### src/rtl/if_stage.sv
// Instruction-fetch stage: PC register, IF/ID pipeline register, stall/redirect handling.
// Optional performance counters are enabled by defining IF_PERF_CNT_EN.
module if_stage #(
    parameter logic [31:0] RESET_PC  = 32'h0000_0000,
    parameter logic [31:0] NOP_INSTR = 32'h0000_0000
) (
    input  logic        clk,
    input  logic        rst_n,
    input  logic        stall_i,
    input  logic        redirect_i,
    input  logic [31:0] redirect_pc_i,
    output logic [31:0] imem_addr_o,
    output logic        imem_en_o,
    input  logic [31:0] imem_rdata_i,
    output logic        id_valid_o,
    output logic [31:0] id_instr_o,
    output logic [31:0] id_pc_o,
    output logic [31:0] id_pc_plus4_o,
    output logic [31:0] perf_fetch_o,
    output logic [31:0] perf_stall_o,
    output logic [31:0] perf_flush_o
);

    logic [31:0] r_pc;
    logic        r_id_valid;
    logic [31:0] r_id_instr;
    logic [31:0] r_id_pc;
    logic [31:0] r_id_pc_plus4;

    logic [31:0] w_pc_plus4;
    logic [31:0] w_redirect_pc;
    logic        w_advance;
    logic        w_unused_align;

    // Targets are word aligned; the low address bits are discarded.
    assign w_redirect_pc  = {redirect_pc_i[31:2], 2'b00};
    assign w_unused_align = ^redirect_pc_i[1:0];
    assign w_pc_plus4     = r_pc + 32'd4;
    assign w_advance      = ~redirect_i & ~stall_i;

    assign imem_addr_o   = r_pc;
    assign imem_en_o     = rst_n & (~stall_i | redirect_i);
    assign id_valid_o    = r_id_valid;
    assign id_instr_o    = r_id_instr;
    assign id_pc_o       = r_id_pc;
    assign id_pc_plus4_o = r_id_pc_plus4;

    always_ff @(posedge clk or negedge rst_n) begin
        if (!rst_n) begin
            r_pc          <= RESET_PC;
            r_id_valid    <= 1'b0;
            r_id_instr    <= NOP_INSTR;
            r_id_pc       <= '0;
            r_id_pc_plus4 <= '0;
        end else if (redirect_i) begin
            // Flush squashes only the instruction; the PC fields keep their last values.
            r_pc       <= w_redirect_pc;
            r_id_valid <= 1'b0;
            r_id_instr <= NOP_INSTR;
        end else if (w_advance) begin
            r_pc          <= w_pc_plus4;
            r_id_valid    <= 1'b1;
            r_id_instr    <= imem_rdata_i;
            r_id_pc       <= r_pc;
            r_id_pc_plus4 <= w_pc_plus4;
        end
    end

`ifdef IF_PERF_CNT_EN
    logic [31:0] r_perf_fetch;
    logic [31:0] r_perf_stall;
    logic [31:0] r_perf_flush;

    always_ff @(posedge clk or negedge rst_n) begin
        if (!rst_n) begin
            r_perf_fetch <= '0;
            r_perf_stall <= '0;
            r_perf_flush <= '0;
        end else begin
            if (w_advance)
                r_perf_fetch <= r_perf_fetch + 32'd1;
            if (stall_i && !redirect_i)
                r_perf_stall <= r_perf_stall + 32'd1;
            if (redirect_i)
                r_perf_flush <= r_perf_flush + 32'd1;
        end
    end

    assign perf_fetch_o = r_perf_fetch;
    assign perf_stall_o = r_perf_stall;
    assign perf_flush_o = r_perf_flush;
`else
    assign perf_fetch_o = '0;
    assign perf_stall_o = '0;
    assign perf_flush_o = '0;
`endif

endmodule

### config.mk
export PLATFORM = sky130hd
export DESIGN_NAME = if_stage
export DESIGN_NICKNAME = d
export VERILOG_FILES = /design/src/rtl/if_stage.sv
export SDC_FILE = /design/constraint.sdc
export NUM_CORES = 1
export LEC_CHECK = 0
export CORE_ASPECT_RATIO = 2
export CORE_MARGIN = 1.5
export CORE_UTILIZATION = 30
export CTS_CLUSTER_DIAMETER = 80
export DETAILED_ROUTE_END_ITERATION = 10
export GPL_ROUTABILITY_DRIVEN = 1
export PLACE_DENSITY = 0.64
export SLEW_MARGIN = 20
export SYNTH_ARGS = -nofsm -noshare
export SYNTH_HDL_FRONTEND = slang
export SYNTH_SLANG_ARGS = --single-unit
### constraint.sdc
create_clock -name clk -period 3.5 [get_ports clk]
set_clock_uncertainty 0.2 [all_clocks]
set_input_delay 1.05 -clock clk [delete_from_list [all_inputs] [get_ports clk]]
set_output_delay 1.05 -clock clk [all_outputs]
set_load 0.01 [all_outputs]
* Word-level counts from Yosys, hierarchy flattened
Cells that the tools add are included.
** Operators by class
- Reductions and logical operators :: 2
- $mul :: 0
- Div/mod/pow operators :: 0
- Bitwise operators :: 5
- $add $sub $neg :: 1
- Equality and inequality tests :: 0
- Multiplexer cells :: 6
- Shifts and indexed selects :: 0
- Magnitude comparators :: 0
** Operators with widths (number)
- 32-bit two-way mux :: 4
- 32-bit by 3-bit adder with 32-bit output (second input constant) :: 1
- 1-bit bitwise AND :: 2
- 1-bit two-way mux :: 2
- 1-bit inverter :: 2
- 2-bit AND reduction :: 1
- 2-bit nonzero test :: 1
- 1-bit OR :: 1
** Word-level totals
- Bits in latches :: 0
- Flip-flop bits (word level) :: 129
- Bits in writable memories :: 0
- Memories kept :: 0
- Word-level logic and storage cells :: 19
- Bits in read-only memories :: 0
- Input bits :: 68
- Output and inout port bits :: 226

* Logic depth before layout (Yosys ltp)
- Word-level depth :: 4
- Gate-level depth with buffers :: 8
- Gate-level depth less buffers :: 6

* Worst setup path after synthesis
No wires, ideal clock.
- Kind :: in2out
- From :: input stall_i
- To :: output imem_en_o
- Path slack :: 207 ps
- Required time :: 2250 ps
- Buffers on the path :: 3
- Cell stages on the path :: 4
- Arrival time :: 2043 ps
- Path through :: clkbuf_1 buf_2 buf_2 a21boi_0
** On the way
- Longest elaborated chain between the ends :: 3
** Ends and longest elaborated chain
- start, declared :: line 9 : input logic stall_i,
- 1-bit inverter :: line 42 : assign imem_en_o = rst_n & (~stall_i | redirect_i);
- 1-bit OR :: line 42
- 1-bit bitwise AND :: line 42
- end, declared :: line 13 : output logic imem_en_o,
No other way between the ends.

* Final worst setup path
Ends and elaborated chain as after synthesis.

==> impl_metrics.json <==
{
  "status": "complete, no violations",
  "start_util": 0.304,
  "reg2reg_depth": 6,
  "grt_pass1_vias": 4861,
  "nets": 947,
  "tritoncts": "done",
  "rsz0062_at_grt": "false",
  "drt_iter0_markers": 178,
  "area_delta_synth_final_pct": 36.0,
  "tns_ns": 0,
  "ys_types": 38,
  "fmax_mhz": 296,
  "grt_max_degree": 67,
  "synth-main-ff-cell": "dfrtp_1",
  "critPathMaxFanout": 2,
  "die_y_um": 212,
  "cts_sinks": 123,
  "root_buffer": "clkbuf_16",
  "core.rowCount": 76,
  "grtUsageTotal": 0.164,
  "yosys_warnings": 0,
  "switching_power_mw": 1.22,
  "power.total_mw": 4.31,
  "synthCells": 700,
  "yosysMostFrequentCell": "nand2_1",
  "p_int_mw": 3.08,
  "setup_violations": 0,
  "wirelength_um": 18300,
  "dr.pass1.iters": 4,
  "ys_seq_elements": 123,
  "clkTransAtPathRegs_ns": 0.06,
  "drc_errors": 0,
  "h-tree-depth": 4,
  "num_vias": 5015,
  "ir_worst_vdd_mv": 0.290,
  "die_area_mm2": 0.0227,
  "cp.arrival_ns": 2.13,
  "netlist_area_mm2": 0.00654,
  "post_cts_resize_count": 1,
  "postCtsHoldBufs": 0,
  "p_seq_frac": 0.399,
  "core_area_mm2": 0.0215,
  "post-cts-setup-buffers": 0,
  "synthTopCellsByCount": "nand2_1 (167), dfrtp_1 (123), buf_4 (108)",
  "endpoint_kind": "primary output",
  "wl_per_cell_um": 15.7,
  "ys_seq_area_frac": 0.471,
  "cts_made_buffers": 17,
  "synthTopCellsByArea": "dfrtp_1 (47%), buf_4 (12%), nand2_1 (9.6%)",
  "leakagePower_nw": 3.93,
  "dieWidth_um": 107,
  "tightest_slew_ns": 0.898,
  "vias_per_cell": 4.30,
  "powerDensity_mw_per_mm2": 484,
  "finalHoldViolCount": 0,
  "ant_nets": 0,
  "drv_cap": 0,
  "grt_antenna_before_repair": 1,
  "grt_pass1_wl_um": 27600,
  "drive_gt1_frac": 0.0831,
  "synth_top_area_cell": "dfrtp_1",
  "worst_hold_slack_ns": 0.275,
  "criticalPathCategory": "in2out",
  "netlist.area_leader.share": 0.471,
  "slew_violations": 0,
  "place.port_buffers": 189,
  "insertion_delay_ns": 0.42,
  "required_ns": 2.25,
  "p_clk_frac": 0.396,
  "synth_edf_count": 0,
  "hold_depth": 2,
  "switching_share": 0.284,
  "async_flop_share": 1.00,
  "critPathLaunchType": "primary input",
  "post-route-period-util": 0.965,
  "io_pins": 294,
  "grt.overflow.total": 0,
  "relSlewSlack": 0.402,
  "syn_area_per_cell_um2": 9.34,
  "hold_path_class": "reg2reg",
  "hpwl_um": 13600,
  "period_needed_ns": 3.38,
  "place_congestion": 0.785,
  "p_comb_frac": 0.205,
  "cts_buffer_depth": 2
}
==> final timing paths <==
path,slack [ns],startpoint,end
setup reg to reg,1.06,imem_addr_o[2],imem_addr_o[14]
hold reg to reg,0.28,id_pc_plus4_o[16],id_pc_plus4_o[16]
max in group asynchronous,1.09,rst_n,imem_addr_o[12]
setup / recovery,0.12,stall_i,imem_en_o
min in group asynchronous,0.61,rst_n,id_pc_plus4_o[22]
hold / removal,0.28,id_pc_plus4_o[16],id_pc_plus4_o[16]
==> power groups by stage <==
stage / clock (mW) / sequential (mW) / combinational, mW
floorplan: 0 / 1.78 / 0.407
global placement: 0 / 1.74 / 0.886
detailed placement: 0 / 1.74 / 0.895
CTS: 1.75 / 1.72 / 0.897
global route: 1.81 / 1.74 / 0.963
finish: 1.70 / 1.72 / 0.883
==> routing by layer <==
metal,routed length (um),vias to the layer above,track usage
met1,6550,2352,0.171
met3,1060,30,0.0388
met2,10000,222,0.303
li1,-,2411,-
met4,633,0,0.0789
met5,0,-,0
==> registers in the layout, indices dropped and copies added (netlist names) <==
name and flops:
imem_addr_o 30, id_pc_plus4_o 30, id_pc_o 30, id_valid_o 1, id_instr_o 32
==> logic make-up after synthesis <==
group,share of synthesized area
multiplexers,0.0505
buffers and inverters,0.150
flip-flops,0.471
AO/OA/AOI/OAI,0.0476
AND/OR/NAND/NOR,0.202
XOR/XNOR,0.0763
adder cells (fa/ha/maj),0.00191
other,0.000574
==> critical path, cell delays in order <==
cell	delay [ns]
buf_2	0.13
a21boi_1	0.33
clkdlybuf4s50_1	0.61
==> per-stage QoR <==
stage                util  worst slack (ns)  std cells  area (um^2)
floorplan               -             0.207        801         6920
global placement    0.387           -0.0495       1132         8310
detailed placement  0.387          -0.00284       1132         8310
CTS                 0.414             0.130       1164         8890
global route        0.414             0.118       1165         8890
finish              0.414             0.123       1165         8890
==> cell type report <==
| type | count | area [um^2] |
|---|---|---|
| well taps | 273 | 342 |
| inverters | 2 | 7.51 |
| clock buffers | 22 | 484 |
| clock inverters | 10 | 91.3 |
| diodes | 1 | 2.50 |
| fillers | 2161 | 12600 |
| flip-flops and latches | 123 | 3080 |
| multi-input cells | 531 | 2870 |
| repair buffers | 203 | 2020 |
==> placed cells by master, fill, tap and decap left out, types with 5 or more instances in the layout <==
cell / count
nor3_2: 7
clkbuf_16: 17
nand2_1: 167
nor2_1: 49
nand3_1: 10
xor2_1: 15
and4_1: 5
o21ai_0: 34
nor4_2: 5
conb_1: 102
clkdlybuf4s50_1: 186
clkinvlp_4: 5
nor3_1: 6
buf_4: 13
dfrtp_1: 123
o21ai_1: 24
mux2i_1: 33
xnor2_1: 42
No activity file was read; power rests on OpenSTA's default activity.
